[src/rtl/gem_ext_fifo_rx.sv]
// gem_ext_fifo_rx: GEM receive byte stream to AXI-Stream with frame-aware buffering.
// A circular buffer of DEPTH {data, last, user} entries sits between the unstallable GEM
// write side and the AXI-Stream master. The frame FSM guarantees one terminating entry
// per started frame by truncating before the buffer runs out of room.
// Optional macro GEM_EXT_FIFO_RX_STATS_EN adds saturating good/bad frame counters.
module gem_ext_fifo_rx #(
  parameter int unsigned DEPTH = 16
) (
  input  logic        clk,
  input  logic        rstn,
  input  logic [7:0]  gem_rx_w_data,
  input  logic        gem_rx_w_wr,
  input  logic        gem_rx_w_sop,
  input  logic        gem_rx_w_eop,
  input  logic        gem_rx_w_err,
  input  logic        gem_rx_w_overflow,
  input  logic        gem_rx_w_flush,
  input  logic [44:0] gem_rx_w_status,
  output logic [7:0]  m_axis_tdata,
  output logic        m_axis_tvalid,
  input  logic        m_axis_tready,
  output logic        m_axis_tlast,
  output logic        m_axis_tuser,
  output logic [44:0] rx_frame_status,
  output logic        rx_frame_status_valid,
  output logic        rx_buf_overflow
`ifdef GEM_EXT_FIFO_RX_STATS_EN
  ,
  output logic [31:0] rx_good_frames,
  output logic [31:0] rx_bad_frames
`endif
);

  localparam int unsigned AW = $clog2(DEPTH);
  localparam int unsigned CW = AW + 1;
  localparam logic [CW-1:0] Full       = CW'(DEPTH);
  localparam logic [CW-1:0] OneFree    = CW'(DEPTH - 1);
  localparam logic [CW-1:0] TruncLevel = CW'(DEPTH - 2);

  typedef enum logic [1:0] {StIdle, StFrame, StDrop} state_e;

  // Entry layout: {data[7:0], last, user}
  logic [9:0]    mem_q [DEPTH];
  logic [AW-1:0] wr_ptr_q, rd_ptr_q;
  logic [CW-1:0] count_q;
  state_e        state_q, state_d;
  logic          sticky_q, sticky_d;
  logic          ovf_now;
  logic          wr_en, rd_en;
  logic [9:0]    wr_entry;
  logic          ovf_pulse, stat_latch;
  logic [44:0]   status_q;
  logic          status_valid_q, buf_ovf_q;
  logic [9:0]    head;

  assign rd_en   = (count_q != '0) && m_axis_tready;
  assign ovf_now = sticky_q | gem_rx_w_overflow;

  // Frame FSM: decides what (if anything) is written this cycle and the next state.
  always_comb begin
    state_d    = state_q;
    sticky_d   = sticky_q;
    wr_en      = 1'b0;
    wr_entry   = '0;
    ovf_pulse  = 1'b0;
    stat_latch = 1'b0;
    unique case (state_q)
      StIdle: begin
        if (gem_rx_w_wr && gem_rx_w_sop) begin
          if (count_q == Full) begin
            ovf_pulse = 1'b1;
          end else if (count_q == OneFree && !gem_rx_w_eop) begin
            // Only one slot left: the first byte must also be the terminator.
            wr_en     = 1'b1;
            wr_entry  = {gem_rx_w_data, 1'b1, 1'b1};
            ovf_pulse = 1'b1;
            state_d   = StDrop;
          end else begin
            wr_en    = 1'b1;
            wr_entry = {gem_rx_w_data, gem_rx_w_eop, gem_rx_w_eop & gem_rx_w_err};
            if (gem_rx_w_eop) begin
              stat_latch = 1'b1;
            end else begin
              state_d = StFrame;
            end
          end
        end
      end
      StFrame: begin
        sticky_d = ovf_now;
        if (gem_rx_w_flush) begin
          wr_en    = 1'b1;
          wr_entry = {8'h00, 1'b1, 1'b1};
          state_d  = StIdle;
          sticky_d = 1'b0;
        end else if (gem_rx_w_wr) begin
          wr_en = 1'b1;
          if (gem_rx_w_sop) begin
            // New frame while one is open: close the old one as bad, drop the new one.
            wr_entry = {gem_rx_w_data, 1'b1, 1'b1};
            state_d  = gem_rx_w_eop ? StIdle : StDrop;
            sticky_d = 1'b0;
          end else if (count_q >= TruncLevel) begin
            // This byte would bring occupancy to DEPTH-1: it becomes the terminator.
            wr_entry   = {gem_rx_w_data, 1'b1, 1'b1};
            ovf_pulse  = 1'b1;
            stat_latch = gem_rx_w_eop;
            state_d    = gem_rx_w_eop ? StIdle : StDrop;
            sticky_d   = 1'b0;
          end else if (gem_rx_w_eop) begin
            wr_entry   = {gem_rx_w_data, 1'b1, gem_rx_w_err | ovf_now};
            stat_latch = 1'b1;
            state_d    = StIdle;
            sticky_d   = 1'b0;
          end else begin
            wr_entry = {gem_rx_w_data, 1'b0, 1'b0};
          end
        end
      end
      StDrop: begin
        if (gem_rx_w_flush || (gem_rx_w_wr && gem_rx_w_eop)) begin
          state_d = StIdle;
        end
      end
      default: state_d = StIdle;
    endcase
  end

  // Control state, pointers, occupancy and registered strobes.
  always_ff @(posedge clk) begin
    if (!rstn) begin
      state_q        <= StIdle;
      sticky_q       <= 1'b0;
      wr_ptr_q       <= '0;
      rd_ptr_q       <= '0;
      count_q        <= '0;
      status_q       <= '0;
      status_valid_q <= 1'b0;
      buf_ovf_q      <= 1'b0;
    end else begin
      state_q  <= state_d;
      sticky_q <= sticky_d;
      if (wr_en) wr_ptr_q <= wr_ptr_q + AW'(1);
      if (rd_en) rd_ptr_q <= rd_ptr_q + AW'(1);
      count_q        <= count_q + CW'(wr_en) - CW'(rd_en);
      status_valid_q <= stat_latch;
      buf_ovf_q      <= ovf_pulse;
      if (stat_latch) status_q <= gem_rx_w_status;
    end
  end

  // Buffer storage; contents need no reset because occupancy gates visibility.
  always_ff @(posedge clk) begin
    if (rstn && wr_en) mem_q[wr_ptr_q] <= wr_entry;
  end

  // Head of buffer drives the stream; fields read as zero while empty.
  always_comb begin
    head          = mem_q[rd_ptr_q];
    m_axis_tvalid = (count_q != '0);
    m_axis_tdata  = m_axis_tvalid ? head[9:2] : 8'h00;
    m_axis_tlast  = m_axis_tvalid & head[1];
    m_axis_tuser  = m_axis_tvalid & head[0];
  end

  assign rx_frame_status       = status_q;
  assign rx_frame_status_valid = status_valid_q;
  assign rx_buf_overflow       = buf_ovf_q;

`ifdef GEM_EXT_FIFO_RX_STATS_EN
  logic [31:0] good_q, bad_q;

  // Count terminating entries as they enter the buffer, saturating at all-ones.
  always_ff @(posedge clk) begin
    if (!rstn) begin
      good_q <= '0;
      bad_q  <= '0;
    end else if (wr_en && wr_entry[1]) begin
      if (!wr_entry[0] && good_q != '1) good_q <= good_q + 32'd1;
      if (wr_entry[0] && bad_q != '1)   bad_q  <= bad_q + 32'd1;
    end
  end

  assign rx_good_frames = good_q;
  assign rx_bad_frames  = bad_q;
`endif

endmodule

[config.mk]
export PLATFORM = sky130hd
export DESIGN_NAME = gem_ext_fifo_rx
export DESIGN_NICKNAME = d
export VERILOG_FILES = /design/src/rtl/gem_ext_fifo_rx.sv
export SDC_FILE = /design/constraint.sdc
export NUM_CORES = 1
export LEC_CHECK = 0
export CAP_MARGIN = 20
export CORE_MARGIN = 4
export CORE_UTILIZATION = 39
export DETAILED_ROUTE_END_ITERATION = 10
export PLACE_DENSITY = 0.61
export REMOVE_ABC_BUFFERS = 1
export SYNTH_ARGS = -nofsm -noshare
export SYNTH_HDL_FRONTEND = slang
export SYNTH_SLANG_ARGS = --single-unit
[constraint.sdc]
create_clock -name clk -period 5.1 [get_ports clk]
set_input_delay 0.765 -clock clk [delete_from_list [all_inputs] [get_ports clk]]
set_output_delay 0.765 -clock clk [all_outputs]
set_load 0.05 [all_outputs]
Word level (Yosys, flattened, before mapping)
Memories as Yosys holds them, arrays and structs flattened. A register that Yosys moved wholly into a read port is not among the register bits.
Index checks and enable logic that the tools add are counted.
- bits of input ports: 62
- output and inout bits: 58
- flip-flop bits (word level): 63
- memories kept: 1
- bits in writable memories: 160
- memories (memory ; depth ; bits a word ; rd ports ; clocked after memory_dff ; wr ports ; RTL line ; source):
    mem_q ; 16 ; 10 ; 1 ; 1 ; 1 ; 43 ; logic [9:0] mem_q [DEPTH];
- reductions and logical operators: 10
- bitwise operators: 5
- equal/unequal tests: 10
- $add $sub $neg: 4
- $lt $le $gt $ge: 1
- multiplexer cells: 53
- operators by type and width (cell ; count):
    $mux W10 ; 4
    $mux W2 ; 15
    $mux W1 ; 26
    $pmux W10 S2 ; 1
    $add A4 B1 Y4 const B ; 2
    $mux W4 ; 2
    $mux W8 ; 1
    $ne A2 B2 Y1 const B ; 3
    $ne A3 B3 Y1 const B ; 2
    $pmux W1 S2 ; 3
    $pmux W2 S3 ; 1
    $reduce_and A6 Y1 ; 1
    $add A5 B1 Y5 ; 1
    $eq A5 B4 Y1 const B ; 1
    $eq A5 B5 Y1 const B ; 1
    $ge A5 B4 Y1 const B ; 1
    $logic_and A1 B1 Y1 ; 5
    $ne A5 B5 Y1 const B ; 1
    $reduce_bool A5 Y1 ; 1
    $sub A5 B1 Y5 ; 1
    $and A1 B1 Y1 ; 3
    $eq A2 B1 Y1 const B ; 1
    $eq A2 B2 Y1 const B ; 1
    $logic_not A2 Y1 ; 1
    3 further kinds ; 4

Depth between registers and ports, before layout
Gate-level depths: netlist (run 1).
- depth in word-level cells: 8
- mapped depth: 14
- mapped depth without buffers: 13

Worst setup path after synthesis (run 1)
No wires, ideal clock.
- kind: reg-to-output
- from: register count_q[2]
- to: output port m_axis_tdata[0]
- arrival: 2.551 ns
- setup slack: 1.784 ns
- cell stages (with the launch flop): 8
- cells stage by stage: dfxtp_1 -> inv_1 -> ha_1 -> or4b_2 -> clkbuf_1 -> clkbuf_1 -> o21ai_0 -> a21oi_1
- word-level cells in the longest chain between the ends: 2
- ends and longest elaborated chain (item ; RTL line ; source):
    start, declared ; 45 ; logic [CW-1:0] count_q;
    start signal, assigned ; 145 ; count_q <= count_q + CW'(wr_en) - CW'(rd_en);
    $reduce_bool A5 Y1 ; 160 ; m_axis_tvalid = (count_q != '0);
    via m_axis_tvalid ; 20 ; output logic m_axis_tvalid,
    $mux W8 ; 161 ; m_axis_tdata = m_axis_tvalid ? head[9:2] : 8'h00;
    end, declared ; 19 ; output logic [7:0] m_axis_tdata,
The timed path passes the listed nets, and every way through them passes these cells.

==> results by group, run 1 <==
Logic synthesis
  – Ys Warns: 0
  – Sequential area share after synthesis: 66.1%
  – Most used flip-flop cell after synthesis: edfxtp_1
  – Synth top area cells: edfxtp_1, dfxtp_1, mux4_2, mux2i_1, nand2_1
  – Top-area cell type share of the netlist area: 51.7%
  – Area leader, netlist: edfxtp_1
  – Cells after Synth: 622
  – Synthesis-stage register bit count: 227
  – Fraction of registers with async set/reset: 0%
  – Number of enable flip-flop cells after synthesis: 160
  – Yosys cell types: 44
  – Synth Cell Area: 9290 um2
  – Syn Area/Cell: 14.9 um2

Final layout
  – Share of layout cells above drive strength 1: 15.4%
  – Area Overhead vs Synth: 25.9%
  – Nets: 836
  – Final core utilization: 49.8%
  – Diodes inserted: 0
  – Post-Layout Cell Count: 1094
  – Design area: 11700 um2
  – Register area: 6150 um2
  – Multi-input gate area: 2900 um2
  – Fill cells: 1989

Placement
  – Area after DPL: 10800 um2
  – DP HPWL: 13.1 mm
  – Routability cong.: 0.775
  – Inst Count DP: 1044
  – Place WS: 1530 ps
  – Port-buffer cells: 119

Setup path
  – CP endpoint kind: primary output
  – Type of the worst setup path: reg -> out
  – Startpoint types: register
  – CP required: 4340 ps
  – Max Fanout on Critical Path: 18
  – Critical Path AT: 3310 ps

Global route
  – First-pass GRT wire length: 30.9 mm
  – Initial antenna violation count: 0
  – GRT Util Overall: 14.8%
  – Vias in the first global route: 5658
  – GR Overflow Total: 0
  – Largest net degree at the start of global routing: 91

Routing
  – Drt wl/cell: 17.9 um
  – Initial DRC count: 316
  – Via/cell ratio: 4.97
  – Routed via count: 5439
  – Post-route ant nets: 0
  – Pre-antenna DRT Iters: 4
  – Drt total wl: 19.6 mm
  – Number of remaining DRC errors: 0

Timing
  – Period minus WS final: 4080 ps
  – Final WS setup: 1020 ps
  – FMAX: 245 MHz
  – WHS: 460 ps
  – Final Max Slew Viols: 0
  – Fin. Hold Viols: 0
  – Skew final: 10.8 ps
  – Slew of the pin with the lowest slew margin: 1060 ps
  – Period utilization: 80.0%
  – Final setup violation count: 0
  – Max-slew headroom: 28.9%
  – Setup TNS: 0 ps
  – RSZ-0062 raised after global routing: false

Status
  – Status: finished, final reports clean

Floorplanning
  – Die width: 162 um
  – Row Count: 56
  – Die height: 162 um
  – Effective utilization at floorplan: 39.6%
  – I/O pin cnt: 120
  – Area of the core: 23500 um2
  – Die area: 26400 um2

Hold path
  – Hold Crit Class: reg -> reg

Clock network
  – CTS Hold Bufs: 0
  – Worst-path clk slew: 60 ps
  – Worst skew pair latency: 510 ps
  – Post-CTS Setup Bufs: 0
  – H-tree depth: 1
  – Number of CTS-inserted buffers: 24
  – CTS tree: done
  – Clk sinks: 227
  – # resized after CTS: 0
  – CTS max path bufs: 3
  – CTS root buffer: clkbuf_16

Power
  – Pwr dens: 431 nW/um2
  – Maximum vdd drop: 0.000330 V
  – Leakage: 3.92 nW
  – Total power draw: 5.05 mW

Job
  – Number of max-cap violations: 0
-- where the power goes --
| group | internal (mW) | switching (mW) |
|---|---|---|
| clock | 1.05 | 0.686 |
| sequential | 2.05 | 0.0899 |
| combinational | 0.506 | 0.662 |
| total | 3.61 | 1.44 |
-- placed cells by master, fill, tap and decap left out, types with 11 or more instances in the layout --
master             n
a21oi_1           22
dfxtp_1           65
inv_1             13
mux4_2            40
ha_1              14
clkbuf_16         25
o21ai_0           17
buf_4             15
mux2i_1           55
nor2_1            28
clkdlybuf4s50_1  118
nand2_1          103
edfxtp_1         160
and2_1            11
-- state kept, by name, indices dropped and copies added (netlist names), named ones only --
name / count
wr_ptr_q: 4
rx_frame_status_valid: 1
count_q: 5
rd_ptr_q: 4
rx_frame_status: 45
rx_buf_overflow: 1
state_q: 2
mem_q: 160
sticky_q: 1
-- worst paths after layout --
| path | to | start | depth (start not counted) | slack [ps] |
|---|---|---|---|---|
| setup reg to reg | count_q[4]$_SDFF_PN0_ | count_q[2]$_SDFF_PN0_ | 13 | 1910 |
| hold / removal | rx_frame_status[25]$_SDFFE_PN0P_ | rx_frame_status[25]$_SDFFE_PN0P_ | 2 | 460 |
| hold reg to reg | rx_frame_status[25]$_SDFFE_PN0P_ | rx_frame_status[25]$_SDFFE_PN0P_ | 2 | 460 |
| setup / recovery | m_axis_tdata[3] | register | 6 | 1020 |
-- worst max-delay path: stages, from the launching register on --
cell	delay, ps
dfxtp_1	880
buf_4	340
mux4_2	330
mux2_2	270
o21ai_0	140
a21oi_1	80
clkdlybuf4s50_1	750
-- routing by layer --
metal  wire length [um]  global-route usage (%)
met4                353                    3.04
met1               8240                    18.9
met5                  0                       0
met2               9390                    24.8
met3               1620                    5.04
-- cells in the mapped netlist (2+ instances only) --
| master | n |
|---|---|
| edfxtp_1 | 160 |
| nand2_1 | 103 |
| dfxtp_1 | 67 |
| mux2i_1 | 55 |
| mux4_2 | 40 |
| nor2_1 | 28 |
| a21oi_1 | 22 |
| clkbuf_1 | 19 |
| o21ai_0 | 17 |
| ha_1 | 14 |
| inv_1 | 13 |
| and2_1 | 11 |
| mux2_2 | 10 |
| buf_2 | 8 |
| or3_1 | 6 |
| nand3_1 | 5 |
| buf_12 | 4 |
| nor3_1 | 4 |
| xnor2_1 | 4 |
| nand3b_1 | 3 |
| and3_1 | 2 |
| nand2b_1 | 2 |
| o21bai_1 | 2 |
| o31ai_1 | 2 |
| xor2_1 | 2 |
-- logic make-up (layout without fill, tap and decap cells) --
kind of cell,Yosys count,in the layout,share of synthesized area (%)
and+or+nand+nor,171,171,8.17
muxes,105,105,16.8
xor gates and xnor gates,6,6,0.566
adders and majority gates,15,15,2.10
buffers and inverters,46,199,2.75
DFF,227,227,66.1
AOI/OAI and AO/OA,52,52,3.43
-- area by class of cell --
class / count / share of cell area, %
Sequential cell: 227 / 52.6
Multi-Input combinational cell: 349 / 24.8
Timing Repair Buffer: 143 / 12.0
Clock buffer: 27 / 5.50
Tap cell: 319 / 3.41
Clock inverter: 15 / 1.34
Inverter: 14 / 0.449
No activity file was read; power rests on OpenSTA's default activity.
==> run 2, diff against run 1 <==
--- a/config.mk
+++ b/config.mk
@@ -9,7 +9,7 @@
 export CORE_MARGIN = 4
 export CORE_UTILIZATION = 39
 export DETAILED_ROUTE_END_ITERATION = 10
-export PLACE_DENSITY = 0.61
+export PLACE_DENSITY = 0.63
 export REMOVE_ABC_BUFFERS = 1
 export SYNTH_ARGS = -nofsm -noshare
 export SYNTH_HDL_FRONTEND = slang
==> constraint.sdc (replaced) <==
create_clock -name clk -period 3.4 [get_ports clk]
set_input_delay 0.51 -clock clk [delete_from_list [all_inputs] [get_ports clk]]
set_output_delay 0.51 -clock clk [all_outputs]
set_load 0.05 [all_outputs]
==> run 2 against run 1 <==
Effect of this change:
- first-iteration DRC count grew 6.3%
- via count grew 0.37%
- setup slack lost 800 ps
- sequential cell count is the same
- critical path depth shrank 1
- global-route usage grew 0.49 points
- total power grew 47%
- clock skew shrank 1.8 ps
- worst hold slack lost 1.1 ps
- final area shrank 0.59%
- combinational power grew 53%
- register-to-register slack lost 1400 ps
- critical path type unchanged
- largest power group unchanged
- highest routed layer unchanged
==> results by group, run 2 (synthesis results as in run 1) <==
Status
  – Status: finished, final reports clean

Clock network
  – CTS max path bufs: 3
  – Post-CTS Setup Bufs: 0
  – Clk sinks: 227
  – CTS Hold Bufs: 0
  – CTS tree: done
  – H-tree depth: 1
  – Worst skew pair latency: 510 ps
  – Number of CTS-inserted buffers: 25
  – # resized after CTS: 0
  – Worst-path clk slew: 50 ps
  – CTS root buffer: clkbuf_16

Final layout
  – Area Overhead vs Synth: 25.1%
  – Most frequent cells in the layout: edfxtp_1, clkdlybuf4s50_1, nand2_1
  – Biggest register: mem_q
  – Nets: 840
  – Final core utilization: 49.5%
  – Multi-input gate area: 2900 um2
  – Max FFs per register: 160
  – Diodes inserted: 0
  – Fill cells: 1989
  – Share of layout cells above drive strength 1: 16.4%
  – Register area: 6150 um2
  – Commonest non-fill, non-tap cell in the layout: edfxtp_1

Setup path
  – CP peak stage delay: 710 ps
  – R2R Path Start: count_q[2]$_SDFF_PN0_
  – CP endpoint kind: primary output
  – Reg2reg end: count_q[4]$_SDFF_PN0_
  – Startpoint types: register
  – Setup slack on the worst flop-to-flop path: 500 ps
  – Critical-path top delay cell: clkdlybuf4s50_1
  – CP delay by family, top: buffers and inverters
  – Reg2Reg Depth: 13
  – Type of the worst setup path: reg -> out
  – Bufs and invs on worst path: 3
  – Critical Path AT: 2660 ps
  – Crit-path cells: inv_1, ha_1, or4b_2, buf_4, clkdlybuf4s50_1
  – Max Fanout on Critical Path: 14
  – CP required: 2890 ps

Timing
  – Max-slew headroom: 40.7%
  – Final setup violation count: 0
  – Slew of the pin with the lowest slew margin: 890 ps
  – Skew final: 8.96 ps
  – RSZ-0062 raised after global routing: false
  – Fin. Hold Viols: 0
  – FMAX: 315 MHz
  – Setup TNS: 0 ps
  – Final WS setup: 226 ps
  – Final Max Slew Viols: 0
  – Period utilization: 93.4%
  – Period minus WS final: 3170 ps

Hold path
  – Hold Crit Class: reg -> reg
  – Hold Path Stages: 2
  – Worst hold endpoint: rx_frame_status[19]$_SDFFE_PN0P_
  – Hold_sp: rx_frame_status[19]$_SDFFE_PN0P_

Global route
  – Most Crowded Layer GR: met2
  – First-pass GRT wire length: 31.7 mm
  – Initial antenna violation count: 0
  – GR Overflow Total: 0
  – Vias in the first global route: 5769
  – Largest net degree at the start of global routing: 98
  – GRT Util Overall: 15.3%
  – GR Layer Usage met2: 25.1%
  – Met3 global-route usage: 5.21%
  – Met1 global-route usage: 19.9%

Routing
  – Via/cell ratio: 4.96
  – Pre-antenna DRT Iters: 4
  – Number of remaining DRC errors: 0
  – Initial DRC count: 336
  – Drt wl/cell: 18.2 um
  – Drt total wl: 20.0 mm
  – Routed via count: 5459
  – Post-route ant nets: 0

Power
  – Total power draw: 7.41 mW
  – Maximum vdd drop: 0.000504 V
  – Leakage: 3.92 nW
  – Pwr dens: 637 nW/um2

Placement
  – DP HPWL: 13.0 mm
  – Port-buffer cells: 119
  – Routability cong.: 0.823
  – Place WS: 218 ps

Floorplanning
  – Die area: 26400 um2
  – Die width: 162 um
  – Row Count: 56
  – Area of the core: 23500 um2
  – Die height: 162 um
  – I/O pin cnt: 120
  – Effective utilization at floorplan: 39.6%

Job
  – Number of max-cap violations: 0
[run 2: routing by layer]
| metal | part of all wire [%] | up-vias |
|---|---|---|
| met5 | 0 | - |
| li1 | - | 2588 |
| met1 | 42 | 2654 |
| met3 | 9.0 | 27 |
| met2 | 47 | 190 |
| met4 | 1.9 | 0 |
[run 2: worst reg2reg max path: cells and delay by family, from the launching register on]
family                   cells  cell delay, ps
AND/OR/NAND/NOR              3             820
buffers and inverters        3             190
adder cells (fa/ha/maj)      4            1050
XOR/XNOR                     1             130
flip-flops                   1             330
AO/OA/AOI/OAI                2             250
[run 2: worst max path at each step]
| stage | start | cells past startpoint | end |
|---|---|---|---|
| 2_1_floorplan | count_q[2]$_SDFF_PN0_ | 6 | rx_frame_status[0]$_SDFFE_PN0P_ |
| 3_3_place_gp | gem_rx_w_wr | 12 | count_q[4]$_SDFF_PN0_ |
| 3_5_place_dp | gem_rx_w_wr | 12 | count_q[4]$_SDFF_PN0_ |
| 4_1_cts | count_q[2]$_SDFF_PN0_ | 5 | m_axis_tvalid |
| 5_1_grt | register | 5 | m_axis_tdata[6] |
| 6_report | count_q[2]$_SDFF_PN0_ | 5 | m_axis_tvalid |
[run 2: per-stage QoR]
stage                     instances  hold slack, ps  instance area, um2
after CTS                      1100             461               11600
after floorplan                 590             463                9090
after global placement         1055             442               10900
final                          1100             459               11600
after global routing           1100             475               11600
after detailed placement       1055             447               10900
[run 2: area by class of cell]
cell class	count	area share, %
well taps	319	3.43
clock buffers	36	6.03
flip-flops and latches	227	52.9
clock inverters	9	0.355
inverters	14	0.452
repair buffers	146	11.9
multi-input cells	349	24.9
[run 2: power breakdown]
group	leakage [nW]	switching [mW]	internal [mW]
logic	1.54	1.03	0.760
registers	2.02	0.113	3.07
clock network	0.362	1.01	1.42
==> run 3, diff against run 2 <==
--- a/config.mk
+++ b/config.mk
@@ -5,11 +5,11 @@
 export SDC_FILE = /design/constraint.sdc
 export NUM_CORES = 1
 export LEC_CHECK = 0
-export CAP_MARGIN = 20
+export CAP_MARGIN = 30
 export CORE_MARGIN = 4
-export CORE_UTILIZATION = 39
+export CORE_UTILIZATION = 49
 export DETAILED_ROUTE_END_ITERATION = 10
-export PLACE_DENSITY = 0.63
+export PLACE_DENSITY = 0.76
 export REMOVE_ABC_BUFFERS = 1
 export SYNTH_ARGS = -nofsm -noshare
 export SYNTH_HDL_FRONTEND = slang
==> run 3 against run 2 <==
Effect of this change:
- register-to-register slack hardly changed
- sequential power is 2% lower
- critical path depth stayed put
- global-route usage is 2.7 points higher
- setup slack better by 8.5 ps
- sequential share of layout area is 0.31 points higher
- cell count is 8.0% lower
- via count is 0.57% higher
- non-clock buffer count stayed put
- clock-buffer cell count is 6 lower
- critical path type unchanged
- largest power group unchanged
==> results by group, run 3 (synthesis results as in run 1) <==
Clock network
  – Worst-path clk slew: 60 ps
  – Worst skew pair latency: 500 ps
  – H-tree depth: 1
  – # resized after CTS: 0
  – CTS Hold Bufs: 0
  – CTS max path bufs: 3
  – Clk sinks: 227
  – Post-CTS Setup Bufs: 0
  – CTS tree: done
  – CTS root buffer: clkbuf_16
  – Number of CTS-inserted buffers: 23

Setup path
  – CP endpoint kind: primary output
  – Crit-path cells: inv_1, ha_1, or4b_2, buf_4, clkdlybuf4s50_1
  – CP delay by family, top: buffers and inverters
  – Startpoint types: register
  – CP required: 2890 ps
  – CP peak stage delay: 710 ps
  – Max Fanout on Critical Path: 14
  – Critical Path AT: 2660 ps
  – Bufs and invs on worst path: 3
  – Type of the worst setup path: reg -> out
  – Critical-path top delay cell: clkdlybuf4s50_1

Global route
  – GRT Util Overall: 18.0%
  – Vias in the first global route: 5841
  – GR Overflow Total: 0
  – Largest net degree at the start of global routing: 98
  – Initial antenna violation count: 0
  – First-pass GRT wire length: 30.8 mm

Placement
  – Routability cong.: 0.742
  – DP HPWL: 12.4 mm
  – Port-buffer cells: 119
  – Area after DPL: 10800 um2

Timing
  – Fin. Hold Viols: 0
  – Period utilization: 93.1%
  – Slew of the pin with the lowest slew margin: 875 ps
  – Skew final: 21.2 ps
  – Final Max Slew Viols: 0
  – Period minus WS final: 3170 ps
  – RSZ-0062 raised after global routing: false
  – Max-slew headroom: 41.6%
  – Final setup violation count: 0
  – FMAX: 316 MHz

Power
  – Total power draw: 7.47 mW
  – Maximum vdd drop: 0.000362 V
  – Leakage: 3.94 nW
  – Pwr dens: 646 nW/um2

Hold path
  – Hold Crit Class: reg -> reg

Routing
  – Number of remaining DRC errors: 0
  – Drt total wl: 19.0 mm
  – Via/cell ratio: 5.42
  – Drt wl/cell: 18.8 um
  – Initial DRC count: 269
  – Routed via count: 5490
  – Post-route ant nets: 0
  – Pre-antenna DRT Iters: 4

Final layout
  – Most frequent cells in the layout: edfxtp_1, clkdlybuf4s50_1, nand2_1
  – Nets: 838
  – Area Overhead vs Synth: 24.4%
  – Design area: 11600 um2
  – Final core utilization: 61.8%
  – Diodes inserted: 0
  – Biggest register: mem_q
  – Commonest non-fill, non-tap cell in the layout: edfxtp_1
  – Share of layout cells above drive strength 1: 17.1%
  – Max FFs per register: 160

Floorplanning
  – Die area: 21200 um2
  – Area of the core: 18700 um2
  – Die width: 146 um
  – Die height: 146 um
  – Row Count: 50
  – Effective utilization at floorplan: 49.7%
  – I/O pin cnt: 120

Job
  – Number of max-cap violations: 0

Status
  – Status: finished, final reports clean
==> run 3: per-stage QoR <==
| step | setup WS (ps) | std cells | TNS (ps) | hold WS, ps |
|---|---|---|---|---|
| after global placement | 299 | 970 | 0 | 443 |
| after floorplan | -734 | 590 | -33010 | 463 |
| after global routing | 138 | 1012 | 0 | 474 |
| after CTS | 214 | 1012 | 0 | 458 |
| after detailed placement | 227 | 970 | 0 | 446 |
| final | 234 | 1012 | 0 | 456 |
==> run 3: final timing paths <==
| check | start | cells after the start | to | slack [ps] |
|---|---|---|---|---|
| worst min-delay path | rx_frame_status[27]$_SDFFE_PN0P_ | 2 | rx_frame_status[27]$_SDFFE_PN0P_ | 460 |
| worst min register to register | rx_frame_status[27]$_SDFFE_PN0P_ | 2 | rx_frame_status[27]$_SDFFE_PN0P_ | 460 |
| worst max-delay path | count_q[2]$_SDFF_PN0_ | 5 | m_axis_tvalid | 230 |
| worst max register to register | count_q[2]$_SDFF_PN0_ | 13 | count_q[4]$_SDFF_PN0_ | 510 |
==> run 3: worst register-to-register path: stages, from the launching register on <==
cell      delay (ps)
dfxtp_1          350
inv_1             90
ha_1             160
or4b_2           620
nand2_1          150
inv_1             60
ha_1             260
inv_1             40
ha_1             200
fa_1             410
a21oi_1          160
o21bai_1          90
xnor2_1          130
nor2_1            50
==> run 3: layout make-up <==
type                       count  area (um2)
sequential                   227        6150
timing repair buffer         146        1390
inverter                      14        52.6
fill                        1353        7150
clock inverter                12         118
tap                          234         293
clock buffer                  30         663
multi-input combinational    349        2900
==> run 3: metal layers <==
layer / track usage, % / up-vias / share of wire, %
met5: 0 / - / 0
met3: 5.98 / 25 / 9.6
li1: - / 2585 / -
met1: 22.7 / 2680 / 39
met4: 3.80 / 0 / 1.5
met2: 30.4 / 200 / 50
==> run 3: power by group <==
group	leakage [nW]	internal [mW]	switching, mW
clock	0.379	1.53	0.988
sequential	2.02	3.07	0.0667
combinational	1.54	0.757	1.05
total	3.94	5.36	2.11
==> RTL edit 1 (settings of run 3) <==
The parameter `DEPTH` goes from 16 to 8.
--- a/src/rtl/gem_ext_fifo_rx.sv
+++ b/src/rtl/gem_ext_fifo_rx.sv
@@ -4,7 +4,7 @@
 // per started frame by truncating before the buffer runs out of room.
 // Optional macro GEM_EXT_FIFO_RX_STATS_EN adds saturating good/bad frame counters.
 module gem_ext_fifo_rx #(
-  parameter int unsigned DEPTH = 16
+  parameter int unsigned DEPTH = 8
 ) (
   input  logic        clk,
   input  logic        rstn,
Behaviour: not the same (Yosys sat finds a counterexample within 10 cycles, from zero or initial values and one cycle with rstn low).
==> RTL edit 1 against run 3 <==
Register-to-register slack better by 0.20 ns; design area fell by 26%; worst setup slack worse by 0.14 ns; synthesized area shrank 28%; sequential cell count fell by 84; wire length shrank 15%; total power shrank 23%; clock power shrank 24%.
==> RTL edit 1: results (changes against run 3) <==
dpl cells -> 876 (-9.7%)
worst hold slack -> 0.486 ns (+0.0298 ns)
clock buffers created by TritonCTS -> 17 (-26%)
first-iteration detailed-routing DRC count -> 448 (+67%)
power density over the cells -> 668 mW/mm^2 (+3.5%)
hold_sp -> wr_ptr_q[2]$_SDFFE_PN0N_
WP data arrival -> 2.80 ns (+0.14 ns)
Routed WL -> 16.1 mm (-15%)
Final Skew -> 0.00567 ns (-0.0155 ns)
top post-synthesis cells by area -> edfxtp_1, dfxtp_1, mux4_2, nor3_1, o22ai_1
max reg flops -> 80 (-50%)
placed cell area -> 0.00797 sq mm (-26%)
status -> finished, final reports clean
Worst-Skew Late Latency -> 0.42 ns (-0.08 ns)
Post-Synth XOR/XNOR Area -> 0.00525 (-0.000405)
worst slack, placed -> 0.329 ns (+0.102 ns)
largest net degree at the start of global routing -> 92 (-6.1%)
via-per-instance ratio -> 5.84 (+7.7%)
Filler cells -> 1032 (-24%)
Compound-Gate Fraction of Synth Area -> 0.0780 (+0.0437)
fin cells -> 908 (-10%)
Layout Nets -> 791 (-5.6%)
CTS max path bufs -> 2 (-1)
post-synth cell types -> 50 (+14%)
Max FO, Critical Path -> 10 (-4)
number of global-route vias before repair -> 5158 (-12%)
synth cell count leaders -> edfxtp_1, dfxtp_1, nand2_1, nor3_1
Worst R2R End -> count_q[2]$_SDFF_PN0_
post-synthesis mux area share -> 0.0705 (-0.0978)
Gate power share -> 0.310 (+0.067)
H-tree levels -> 4 (+3)
cell leakage power -> 3.19 nW (-19%)
first-pass GRT wire length -> 26.5 mm (-14%)
hpwl dp -> 10.1 mm (-18%)
Setup crit end -> m_axis_tdata[3]
Worst Hold End -> wr_ptr_q[2]$_SDFFE_PN0N_
R2R Setup Slk -> 0.71 ns (+0.20 ns)
GP Congestion -> 0.830 (+12%)
FMAX -> 0.302 GHz (-4.3%)
Synth Area in Adders -> 0.0199 (-0.00113)
total sequential power -> 2.05 mW (-35%)
Worst-Margin Slew -> 0.558 ns (-0.317 ns)
P_sw -> 1.89 mW (-10%)
RTL edit 1: changes by cell type after synthesis, moves of 45 or more:
cell	before	now
nand3_1	5	50
edfxtp_1	160	80
nor3_1	4	57
o22ai_1	0	45
mux2i_1	55	2
nand2_1	103	58
RTL edit 1: metal layers:
metal,track usage,routed length [um]
met5,0,0
met4,0.0645,193
met3,0.0879,1510
met2,0.334,7810
met1,0.265,6570
RTL edit 1: final cells by class:
class | count | area, sq um | share of cell area
clock buffer | 17 | 425 | 0.0495
inverter | 8 | 30.0 | 0.00350
clock inverter | 15 | 185 | 0.0216
multi-input combinational | 411 | 2710 | 0.316
tap | 176 | 220 | 0.0256
timing repair buffer | 138 | 1350 | 0.158
sequential | 143 | 3660 | 0.427
RTL edit 1: kinds of logic after synthesis:
kind of cell,after synthesis
DFF,143
AOI/OAI and AO/OA,76
buffers and inverters,60
muxes,22
adders and majority gates,10
and+or+nand+nor,299
xor gates and xnor gates,4
==> RTL edit 2 (flow settings as in run 3) <==
Without the edit above. The 3 states of `state_e` get a one-hot encoding in 3 bits.
--- a/src/rtl/gem_ext_fifo_rx.sv
+++ b/src/rtl/gem_ext_fifo_rx.sv
@@ -37,7 +37,7 @@
   localparam logic [CW-1:0] OneFree    = CW'(DEPTH - 1);
   localparam logic [CW-1:0] TruncLevel = CW'(DEPTH - 2);
 
-  typedef enum logic [1:0] {StIdle, StFrame, StDrop} state_e;
+  typedef enum logic [2:0] {StIdle = 3'b001, StFrame = 3'b010, StDrop = 3'b100} state_e;
 
   // Entry layout: {data[7:0], last, user}
   logic [9:0]    mem_q [DEPTH];
Check against the original RTL: no difference found for any inputs over 4 cycles, from zero or initial values and one cycle with rstn low; so few cycles prove little.
==> RTL edit 2 against run 3 <==
Synthesized area is 1.9% lower; sequential share of layout area shrank 0.18 points; register-to-register slack worse by 0.04 ns; wire length rose by 5.9%; worst setup slack got worse by 0.0036 ns; via count rose by 4.5%; total power grew 13%; sequential cell count grew 1; critical path depth rose by 1; design area is 0.65% higher; global-route usage up 1.1 points; critical endpoint is now m_axis_tdata[3]; largest cell class unchanged.
==> RTL edit 2: results (changes against run 3) <==
status -> finished, final reports clean
number of global-route vias before repair -> 5737 (-1.8%)
GP Congestion -> 0.953 (+29%)
via-per-instance ratio -> 5.68 (+4.7%)
Hold Crit Class -> primary input to register
met2 WL -> 9.74 mm (+2.4%)
Filler cells -> 1311 (-3.1%)
drt first pass iters -> 5 (+1)
largest net degree at the start of global routing -> 97 (-1.0%)
clock buffers created by TritonCTS -> 24 (+4.3%)
cell leakage power -> 3.96 nW (+0.61%)
Layout Nets -> 840 (+0.24%)
Post-Synth XOR/XNOR Area -> 0.00865 (+0.00299)
worst slack, placed -> 0.309 ns (+0.0822 ns)
post-synthesis sequential area ratio -> 0.676 (+0.0149)
R2R cell count -> 14 (+1)
R2R Setup Slk -> 0.47 ns (-0.04 ns)
post-synthesis mux area share -> 0.123 (-0.0454)
Mapped Cells -> 625 (+0.48%)
routed wl met3 -> 1.71 mm (-6.2%)
Worst-Margin Slew -> 0.868 ns (-0.00778 ns)
total track usage -> 0.191 (+0.0114)
worst hold slack -> 0.326 ns (-0.130 ns)
Worst Hold End -> state_q[0]$_SDFFE_PN1P_
Most flops, register -> mem_q
Compound-Gate Fraction of Synth Area -> 0.0549 (+0.0206)
sw frac -> 0.295 (+0.0122)
synth cell count leaders -> edfxtp_1, dfxtp_1, nand2_1, nand3_1, o21ai_1
Max FO, Critical Path -> 10 (-4)
Synth Area in Adders -> 0.0214 (+0.000404)
routed metal-1 wirelength -> 8.28 mm (+12%)
post-synth cell types -> 50 (+14%)
hold_sp -> rstn
top post-synthesis cells by area -> edfxtp_1, dfxtp_1, mux4_2, nand3_1, o21ai_1
first-iteration detailed-routing DRC count -> 463 (+72%)
Slew Viols, Final -> 0 (unchanged)
share of layout cells above drive strength 1 -> 0.165 (-0.00578)
Max stage delay on crit path -> 0.51 ns (-0.20 ns)
first-pass GRT wire length -> 30.8 mm (-0.18%)
hpwl dp -> 13.1 mm (+6.0%)
Final Skew -> 0.00911 ns (-0.0121 ns)
Routed WL -> 20.1 mm (+5.9%)
-- RTL edit 2: cell types whose count changed after synthesis, moves of 5 or more --
cell,before,now
a21oi_1,22,7
buf_2,8,13
mux2_2,10,0
mux2i_1,55,22
nand2_1,103,56
nand3_1,5,51
nor2_1,28,35
o21ai_0,17,4
o21ai_1,0,45
o22ai_1,0,10
or3_1,6,1
-- RTL edit 2: final cells by class --
type | count | area share
sequential | 228 | 0.530
tap | 229 | 0.0246
clock buffer | 32 | 0.0597
timing repair buffer | 147 | 0.130
multi-input combinational | 349 | 0.237
clock inverter | 12 | 0.0143
inverter | 13 | 0.00419
-- RTL edit 2: worst max path at each step --
| stage | start | end | slack, ns |
|---|---|---|---|
| floorplan | register | m_axis_tdata[0] | -0.22 |
| global placement | gem_rx_w_sop | count_q[4]$_SDFF_PN0_ | 0.43 |
| detailed placement | gem_rx_w_sop | count_q[4]$_SDFF_PN0_ | 0.31 |
| CTS | count_q[2]$_SDFF_PN0_ | m_axis_tdata[3] | 0.21 |
| global route | count_q[2]$_SDFF_PN0_ | m_axis_tdata[3] | 0.15 |
| finish | count_q[2]$_SDFF_PN0_ | m_axis_tdata[3] | 0.23 |
-- RTL edit 2: cells by family (layout without fill, tap and decap cells) --
kind of cell | Yosys count | count (layout)
buf+inv | 48 | 204
mux | 62 | 62
compound gates | 85 | 85
simple gates | 178 | 178
fa+ha+maj | 15 | 15
flops | 228 | 228
xor+xnor | 9 | 9
-- RTL edit 2: metrics by stage --
stage                util  power [mW]  cells  TNS [ns]  area (sq um)
floorplan               -        4.84    590     -2.15          8970
finish              0.641        8.44   1010         0         11600
CTS                 0.641        8.51   1010         0         11600
global placement    0.594        5.67    966         0         10800
detailed placement  0.594        5.74    966         0         10800
global route        0.641        8.80   1010         0         11600
-- RTL edit 2: metal layers --
| layer | global-route usage | up-vias |
|---|---|---|
| li1 | - | 2638 |
| met1 | 0.262 | 2808 |
| met2 | 0.309 | 246 |
| met3 | 0.0519 | 44 |
| met4 | 0.0432 | 0 |
| met5 | 0 | - |
-- RTL edit 2: power groups by stage --
| stage | clock network [mW] | registers (mW) | logic, mW |
|---|---|---|---|
| after floorplan | 0 | 3.58 | 1.26 |
| after global placement | 0 | 3.31 | 2.35 |
| after detailed placement | 0 | 3.33 | 2.41 |
| after CTS | 2.81 | 3.27 | 2.43 |
| after global routing | 2.94 | 3.29 | 2.57 |
| final | 2.77 | 3.27 | 2.41 |
